`src/rtl/golden_nonce_arbiter.sv`:
```
// golden_nonce_arbiter
// Collects golden-nonce reports from NUM_HASHERS hasher cores into one-entry
// capture slots, drains them round-robin into a first-word-fall-through FIFO
// and presents the FIFO head to the serial transmitter via valid/ready.
//
// Ports:
//   clk, rst      system clock, asynchronous active-high reset
//   golden_valid  per-hasher single-cycle found pulse
//   golden_nonce  hasher i nonce at [i*NONCE_WIDTH +: NONCE_WIDTH]
//   flush         new work loaded; clears slots and FIFO
//   tx_valid      FIFO head valid
//   tx_nonce      FIFO head nonce
//   tx_ready      transmitter accepts head this cycle
//   fifo_count    occupied FIFO entries
//   overflow      sticky: a nonce was dropped
//   found_count   nonces accepted into FIFO (wraps)
//   led_found     toggles on every FIFO push
module golden_nonce_arbiter #(
  parameter int unsigned NUM_HASHERS = 3,
  parameter int unsigned FIFO_DEPTH  = 4,
  parameter int unsigned NONCE_WIDTH = 32
) (
  input  logic                               clk,
  input  logic                               rst,
  input  logic [NUM_HASHERS-1:0]             golden_valid,
  input  logic [NUM_HASHERS*NONCE_WIDTH-1:0] golden_nonce,
  input  logic                               flush,
  output logic                               tx_valid,
  output logic [NONCE_WIDTH-1:0]             tx_nonce,
  input  logic                               tx_ready,
  output logic [$clog2(FIFO_DEPTH):0]        fifo_count,
  output logic                               overflow,
  output logic [7:0]                         found_count,
  output logic                               led_found
);

  localparam int unsigned PtrW = $clog2(FIFO_DEPTH);
  localparam int unsigned RrW  = (NUM_HASHERS > 1) ? $clog2(NUM_HASHERS) : 1;
  localparam logic [PtrW:0]  FullCnt = (PtrW + 1)'(FIFO_DEPTH);
  localparam logic [RrW-1:0] RrLast  = RrW'(NUM_HASHERS - 1);

  logic [NUM_HASHERS-1:0] slot_pend_q, slot_pend_d;
  logic [NONCE_WIDTH-1:0] slot_data_q [NUM_HASHERS];
  logic [NONCE_WIDTH-1:0] slot_data_d [NUM_HASHERS];
  logic [RrW-1:0]         rr_q, rr_d;

  logic [NONCE_WIDTH-1:0] mem_q [FIFO_DEPTH];
  logic [PtrW-1:0]        wr_ptr_q, rd_ptr_q;
  logic [PtrW:0]          count_q;

  logic                   grant_valid;
  logic [RrW-1:0]         grant_idx;
  logic                   push, pop, drop;

  // Round-robin search starting at rr_q; flush suppresses any grant.
  always_comb begin
    int unsigned idx;
    idx         = 0;
    grant_valid = 1'b0;
    grant_idx   = '0;
    if (!flush && (count_q != FullCnt)) begin
      for (int k = 0; k < NUM_HASHERS; k++) begin
        idx = int'(rr_q) + k;
        if (idx >= NUM_HASHERS) idx = idx - NUM_HASHERS;
        if (!grant_valid && slot_pend_q[idx]) begin
          grant_valid = 1'b1;
          grant_idx   = idx[RrW-1:0];
        end
      end
    end
  end

  assign push = grant_valid;
  assign pop  = (count_q != '0) && tx_ready && !flush;
  assign rr_d = !grant_valid ? rr_q : (grant_idx == RrLast) ? '0 : grant_idx + 1'b1;

  // A slot granted this cycle is free to recapture a simultaneous pulse.
  always_comb begin
    logic granted;
    granted     = 1'b0;
    slot_pend_d = slot_pend_q;
    slot_data_d = slot_data_q;
    drop        = 1'b0;
    if (flush) begin
      slot_pend_d = '0;
    end else begin
      for (int i = 0; i < NUM_HASHERS; i++) begin
        granted = grant_valid && (grant_idx == RrW'(i));
        if (granted) slot_pend_d[i] = 1'b0;
        if (golden_valid[i]) begin
          if (!slot_pend_q[i] || granted) begin
            slot_pend_d[i] = 1'b1;
            slot_data_d[i] = golden_nonce[i*NONCE_WIDTH +: NONCE_WIDTH];
          end else begin
            drop = 1'b1;
          end
        end
      end
    end
  end

  always_ff @(posedge clk or posedge rst) begin
    if (rst) begin
      slot_pend_q <= '0;
      for (int i = 0; i < NUM_HASHERS; i++) slot_data_q[i] <= '0;
      rr_q        <= '0;
      overflow    <= 1'b0;
      found_count <= 8'd0;
      led_found   <= 1'b0;
    end else begin
      slot_pend_q <= slot_pend_d;
      slot_data_q <= slot_data_d;
      rr_q        <= rr_d;
      if (drop) overflow <= 1'b1;
      if (push) begin
        found_count <= found_count + 8'd1;
        led_found   <= ~led_found;
      end
    end
  end

  // Flush aligns the write pointer to the read pointer so the head value holds.
  always_ff @(posedge clk or posedge rst) begin
    if (rst) begin
      for (int i = 0; i < FIFO_DEPTH; i++) mem_q[i] <= '0;
      wr_ptr_q <= '0;
      rd_ptr_q <= '0;
      count_q  <= '0;
    end else if (flush) begin
      wr_ptr_q <= rd_ptr_q;
      count_q  <= '0;
    end else begin
      if (push) begin
        mem_q[wr_ptr_q] <= slot_data_q[grant_idx];
        wr_ptr_q        <= wr_ptr_q + 1'b1;
      end
      if (pop) rd_ptr_q <= rd_ptr_q + 1'b1;
      if (push && !pop)      count_q <= count_q + 1'b1;
      else if (pop && !push) count_q <= count_q - 1'b1;
    end
  end

  assign tx_valid   = (count_q != '0);
  assign tx_nonce   = mem_q[rd_ptr_q];
  assign fifo_count = count_q;

endmodule

```
`config.mk`:
```
export PLATFORM = sky130hd
export DESIGN_NAME = golden_nonce_arbiter
export DESIGN_NICKNAME = d
export VERILOG_FILES = /design/src/rtl/golden_nonce_arbiter.sv
export SDC_FILE = /design/constraint.sdc
export NUM_CORES = 1
export LEC_CHECK = 0
export BUFFER_PORTS_ARGS = -buffer_cell sky130_fd_sc_hd__buf_4
export CORE_UTILIZATION = 60
export DETAILED_ROUTE_END_ITERATION = 10
export GPL_ROUTABILITY_DRIVEN = 0
export GPL_TIMING_DRIVEN = 0
export PLACE_DENSITY = 0.86
export SYNTH_ARGS = -nofsm -noshare
export SYNTH_HDL_FRONTEND = slang
export SYNTH_SLANG_ARGS = --single-unit
```
`constraint.sdc`:
```
create_clock -name clk -period 19.08 [get_ports clk]
set_clock_uncertainty 0.15 [all_clocks]
set_input_delay 0.954 -clock clk [delete_from_list [all_inputs] [get_ports clk]]
set_output_delay 0.954 -clock clk [all_outputs]
set_load 0.01 [all_outputs]
```
==> summary.md, run 1 <==
| Metric | Value |
|---|---|
| Psw | between 0.7 and 0.8 mW |
| Io pins | around 150 |
| Die height | between 100 and 150 µm |
| Reg-to-Reg Start | rr_q[0] |
| Slowest Stage Delay on Critical Path | approximately 0.86 ns |
| Initial Utilization | between 60% and 70% |
| Crit path arrival time | ~3 ns |
| Slowest-stage cell, CP | buf_1 |
| Critical-path cell list | clkbuf_1 > buf_1 > mux4_2 > buf_4 |
| Worst setup path class | flip-flop to output port |
| Fin crit period | just over 4 ns |
| Fin. Hold Viols | 0 |
| Detailed-placement wirelength estimate | 18,100 µm |
| Vias in the first global route | about 8,000 |
| Yosys warns | 0 |
| Worst r2r dst | mem_q[81] |
| Pint | between 1 and 1.5 mW |
| Post-CTS sizing | 0 |
| CTS buffer count | 25 |
| DRC viols | 0 |
| Die area | 0.0183 mm² |
| Final setup margin | 14.99 ns |
| Synth Net Count | ~960 |
| Total number of vias | approximately 8,000 |
| DRT iter0 DRCs | between 900 and 1,000 |
| Synth Register Bits | 246 |
| XOR/XNOR share of the synthesized area | less than 1% |
| Synth top area cells | dfrtp_1, mux4_2, o21ai_0, nand2_1, mux2_2 |
| CP endpoint kind | output port |
| Startpoint types | flip-flop |
| Worst slack at placement | roughly 16 ns |
| RSZ-0062 raised after global routing | no |
| Row count | 48 |
| Worst-Skew Late Latency | approximately 0.52 ns |
| Share of layout cells above drive strength 1 | 32.1% |
| Relative slew slack | roughly 29% |
| Dominant cell type by area after synthesis | dfrtp_1 |
| Ys async rst share | 100% |
| Routed len/inst | ~22 µm |
| CP Max Fanout | 10 |
| ANT cells | 0 |
| Final Net Count | 1,132 |
| Worst R2R Setup Slack | 15.59 ns |
| Hold crit path type | input pin to async pin |
| Sequential area share after synthesis | between 50 and 60% |
| Total GRT Usage | roughly a third |
| Maxcap violations | 0 |
| CORE AREA | 0.0174 mm² |
| Syn Area/Cell | approximately 13 µm² |
| Buffers on Ports | ~150 |
| Chip width | around 140 µm |
| Setup bufs post-CTS | 0 |
| Layout area overhead | 21.0% |
| Multiplexer share of the synthesized area | ~19% |
| Clock Power Share | a little over a fifth |
| Synth Area in Adders | about 1.2% |
| Main combinational cell family by area after synthesis | multiplexers |
| Vias/cell | 6.28 |
| Maximum VDD drop | 0.0918 mV |
| Compound-cell area share of the yosys netlist | 11.6% |
| Clock tree from TritonCTS | yes |
| Tcrit/Tclk final | about 21% |
| Pwr dens | around 170 mW/mm² |
| Root Driver | clkbuf_16 |
| Fmax | ~0.24 GHz |
| Yosys top cell area share | ~58% |
| First-pass GRT wire length | about 44,000 µm |
| Largest net degree at the start of global routing | a little over 100 |
| Max-slew violation count | 0 |
| Status | complete, no violations |
| Cts hold-fix bufs | 0 |
| Detailed-router iteration count before antenna repair | 7 |
| Syn Inst Count | around 850 |
| H-tree level count | 1 |
| Clock buffer depth | 3 |
| Worst hold margin | around 0.29 ns |
| CTS sink cnt | between 200 and 250 |
| Post-Syn Area | 0.0107 mm² |
| Synth Flop Type | dfrtp_1 |
| Flop pwr share | 39.9% |
| CP required | ~18 ns |
| Clock transition at the registers of the reported paths | about 0.060 ns |
| Sw Ratio | between 30% and 40% |
| Reg2Reg Depth | 10 |
| Number of flops mapped to enable cells by yosys | 0 |
| Initial antenna violation count | 0 |
| Slew @ Worst Pin | between 1 and 1.5 ns |
| Detail Route Antenna Nets | 0 |
| Total negative slack | 0 ns |
| Comb pwr share | 38.2% |
| WL final | roughly 28,000 µm |
| Post-synthesis simple-gate area fraction | under 10% |
| # setup viols final | 0 |
| Leakage power total | 6.01 nW |
| Remaining Overflow, GRT | 0 |
| Distinct cells, synth | 56 |
synth_stat cells, drive strengths merged, types with 2 or more instances:
cell type	instances
a2111oi	2
a211oi	2
a21oi	8
a222oi	31
a41oi	4
and2	3
buf	28
clkbuf	32
dfrtp	246
ha	7
inv	16
maj3	2
mux2	97
mux2i	5
mux4	32
nand2	139
nand2b	2
nand3	4
nand4	2
nor2	13
nor2b	6
nor3	2
o21a	3
o21ai	129
o22ai	3
o31ai	2
xnor2	4
xor2	6
layer usage:
metal	part of all wire, %	track usage (%)	routed length, µm
met5	0	0	0
met3	7.3	5.35	2010
met1	38	42.0	10500
met4	3.9	13.2	1090
met2	51	51.8	14000
logic make-up after synthesis:
group	Yosys count
DFF	246
xor gates and xnor gates	10
buffers and inverters	76
adders and majority gates	10
and+or+nand+nor	175
AOI/OAI and AO/OA	194
muxes	134
worst max-delay path by stage:
stage,start,to,slack [ns],cells past startpoint
floorplan,rst,fifo_count[0],11.22,1
global placement,rst,slot_data_q[53],8.83,2
detailed placement,rd_ptr_q[0],tx_nonce[6],15.58,4
CTS,rd_ptr_q[0],tx_nonce[6],15.00,4
global route,rd_ptr_q[0],tx_nonce[6],14.80,4
finish,rd_ptr_q[0],tx_nonce[6],14.99,4
layout make-up:
type,count,area (µm²)
sequential,246,6160
fill,1086,4440
multi-input combinational,523,4170
timing repair buffer,149,1160
clock buffer,39,768
buffer,60,295
tap,225,282
inverter,16,67.6
clock inverter,5,27.5
stage by stage:
stage | util [%] | total power, mW | instances | instance area, µm²
after floorplan | - | 1.36 | 845 | 10700
after global placement | 69.5 | 1.62 | 1217 | 12100
after detailed placement | 69.9 | 1.67 | 1219 | 12100
after CTS | 74.4 | 2.16 | 1263 | 12900
after global routing | 74.4 | 2.27 | 1263 | 12900
final | 74.4 | 2.16 | 1263 | 12900
cells in the final DEF (no fill, tap or decap), types with 5 or more instances in the layout:
master	n
a21oi_1	8
a222oi_1	31
buf_2	18
buf_4	149
clkbuf_1	36
clkbuf_16	25
clkbuf_8	10
dfrtp_1	246
ha_1	7
inv_1	14
mux2_1	23
mux2_2	44
mux2_4	30
mux2i_1	5
mux4_2	32
nand2_1	136
nor2_1	13
nor2b_1	6
o21ai_0	127
xor2_1	6
critical path: cells and delay by family (launching register included):
family / cells / cell delay [ns]
mux: 1 / 0.64
buf+inv: 3 / 1.50
flops: 1 / 0.32
registers in the layout (all words and copies together) (netlist names):
register	cells
rr_q	2
found_count	8
led_found	1
overflow	1
mem_q	128
wr_ptr_q	2
slot_pend_q	3
slot_data_q	96
fifo_count	3
rd_ptr_q	2
power groups by stage:
stage	logic, mW	clock network [mW]	registers (mW)
3_3_place_gp	0.774	0	0.847
4_1_cts	0.823	0.475	0.858
3_5_place_dp	0.806	0	0.860
2_1_floorplan	0.534	0	0.822
5_1_grt	0.897	0.495	0.883
6_report	0.828	0.474	0.863
Note: power is estimated with default switching activity, not from simulation.
==> run 2: changes to the inputs <==
- CORE_UTILIZATION: 60 -> 52
- PLACE_DENSITY: 0.86 -> 0.79
- clock period: 19.08 -> 3.5 ns (I/O delays scaled with it)
==> summary.md, run 2 (synthesized netlist as in run 1, its figures left out) <==
| Metric | Value |
|---|---|
| Worst-Skew Late Latency | 0.53 ns (was 0.52 ns) |
| Worst slack at placement | 0.240 ns (was 15.58 ns) |
| CP required | 3.72 ns (was 17.98 ns) |
| WL final | 30,400 µm (was 27,700 µm) |
| Maxcap violations | 0 (unchanged) |
| CTS sink cnt | 246 (unchanged) |
| Layout area overhead | 32.7% (was 21.0%) |
| Hold crit path type | input pin to async pin (unchanged) |
| Routed len/inst | 21.3 µm (was 21.9 µm) |
| Status | complete, no violations (unchanged) |
| H-tree level count | 1 (unchanged) |
| Die area | 0.0211 mm² (was 0.0183 mm²) |
| CORE AREA | 0.0202 mm² (was 0.0174 mm²) |
| Vias in the first global route | 9,006 (was 8,183) |
| Slowest-stage cell, CP | a222oi_1 (was buf_1) |
| CP Depth | 10 (was 4) |
| Share of layout cells above drive strength 1 | 29.9% (was 32.1%) |
| CP Max Fanout | 10 (unchanged) |
| Vias/cell | 5.90 (was 6.28) |
| DRT iter0 DRCs | 952 (was 923) |
| Worst setup path class | flip-flop to flip-flop (was flip-flop to output port) |
| Total number of vias | 8,399 (was 7,932) |
| CTS buffer count | 25 (unchanged) |
| Fin crit period | 3.39 ns |
| Buffers on Ports | 147 (unchanged) |
| Reg2Reg Depth | 10 (unchanged) |
| Io pins | 149 (unchanged) |
| Reg-to-Reg Start | rr_q[0] (unchanged) |
| Root Driver | clkbuf_16 (unchanged) |
| CP endpoint kind | flip-flop (was output port) |
| Detailed-placement wirelength estimate | 18,200 µm (was 18,100 µm) |
| Remaining Overflow, GRT | 0 (unchanged) |
| Largest net degree at the start of global routing | 44 (was 103) |
| Tcrit/Tclk final | a little over nine tenths |
| Worst R2R Setup Slack | 0.11 ns (was 15.59 ns) |
| Slew @ Worst Pin | 0.926 ns (was 1.07 ns) |
| Crit path from | rr_q[0] (was rd_ptr_q[0]) |
| Detailed-router iteration count before antenna repair | 6 (was 7) |
| Most common cell after layout, fill and taps aside | dfrtp_1 (unchanged) |
| Largest reg by FF count | mem_q (unchanged) |
| # setup viols final | 0 (unchanged) |
| Final Net Count | 1,245 (was 1,132) |
| Worst r2r dst | mem_q[79] (was mem_q[81]) |
| Fmax | about 0.3 GHz |
| Most frequent cells in the layout | dfrtp_1, buf_4, nand2_1, o21ai_0, dlygate4sd3_1 (was dfrtp_1, buf_4, nand2_1, o21ai_0, mux2_2) |
| DRC viols | 0 (unchanged) |
| Number of flip-flops in the largest register | 128 (unchanged) |
| Max-slew violation count | 0 (unchanged) |
| Crit path arrival time | 3.61 ns (was 2.98 ns) |
| Maximum VDD drop | 0.430 mV (was 0.0918 mV) |
| Detail Route Antenna Nets | 0 (unchanged) |
| Die height | 145 µm (was 135 µm) |
| Worst path buffer plus inverter count | 3 (unchanged) |
| Initial Utilization | 52.9% (was 61.5%) |
| Critical-path cell list | inv_1 > ha_1 > buf_2 > nor2b_1 > a2bb2oi_1 > o21a_1 > nand2_1 > clkbuf_1 > a222oi_1 > o21ai_0 (was clkbuf_1 > buf_1 > mux4_2 > buf_4) |
| Clock tree from TritonCTS | yes (unchanged) |
| Initial antenna violation count | 2 (was 0) |
| First-pass GRT wire length | 47,500 µm (was 43,700 µm) |
| Chip width | 145 µm (was 135 µm) |
| Startpoint types | flip-flop (unchanged) |
| Total GRT Usage | 29.0% (was 31.6%) |
| Relative slew slack | 38.2% (was 28.9%) |
| Fin. Hold Viols | 0 (unchanged) |
| Row count | 52 (was 48) |
| Finished Core Util | 70.2% (was 74.4%) |
| Slowest Stage Delay on Critical Path | 0.75 ns (was 0.86 ns) |
| Final setup margin | 0.110 ns (was 14.99 ns) |
| CP top delay family | compound AO/OA/AOI/OAI gates (was buffers and inverters) |
| Leakage power total | 6.52 nW (was 6.01 nW) |
| Clock transition at the registers of the reported paths | 0.06 ns (about the same) |
| Clock buffer depth | 3 (unchanged) |
| Regs by FF count | mem_q x128, slot_data_q x96, found_count x8 (unchanged) |
| Pwr dens | 860 mW/mm² (was 168 mW/mm²) |
## run 2: changes by cell type in the layout (fill, tap and decap cells not counted), moves of 3 or more
cell	change
buf_12	+6
dlygate4sd3_1	+105
buf_4	+4
clkbuf_8	-6
bufinv_16	+3
## run 2: layer usage
metal / part of all wire, % / vias to the layer above / GRT usage, %
met2: 50 / 445 / 48.1
met4: 4.2 / 0 / 13.9
met3: 7.7 / 101 / 5.47
met1: 38 / 4234 / 36.8
li1: - / 3619 / -
met5: 0 / - / 0
## run 2: worst max-delay path by stage
| stage | end |
|---|---|
| finish | mem_q[79] |
| global route | mem_q[49] |
| CTS | fifo_count[2] |
| detailed placement | fifo_count[2] |
| global placement | fifo_count[0] |
| floorplan | fifo_count[0] |
## run 2: worst min-delay path, stage by stage
cell           delay, ns
dlygate4sd3_1       0.54
buf_4               0.14
clkinvlp_4          0.07
buf_12              0.23
## run 2: final cells by class
type	instances	area, µm²
diodes	2	5.00
plain buffers	60	298
clock buffers	33	686
clock inverters	12	145
fillers	1357	6000
inverters	16	63.8
multi-input cells	523	4170
flip-flops and latches	246	6160
well taps	270	338
repair buffers	262	2300
## run 2: timing repair
action / CTS / global route
endpoints found under the setup margin: 0 / 9
gates resized for setup: 0 / 5
endpoints found under the hold margin: 224 / 0
setup buffers: 0 / 4
hold buffers: 105 / 0
## run 2: where the power goes
part | switching, mW | leakage (nW) | internal, mW
sequential | 0.733 | 3.02 | 3.99
combinational | 2.46 | 3.09 | 2.24
clock | 1.15 | 0.410 | 1.60
## run 2: metrics by stage
stage / TNS [ns] / power [mW] / instance area (µm²) / instances / hold slack, ns
after global routing: -0.0253 / 12.8 / 14200 / 1424 / 0.114
final: 0 / 12.2 / 14200 / 1424 / 0.0965
after detailed placement: 0 / 9.09 / 12200 / 1268 / 0.0985
after global placement: -346.17 / 8.90 / 12100 / 1262 / 0.242
after floorplan: -13.96 / 7.40 / 10700 / 845 / 0.149
after CTS: 0 / 11.9 / 14100 / 1418 / 0.104
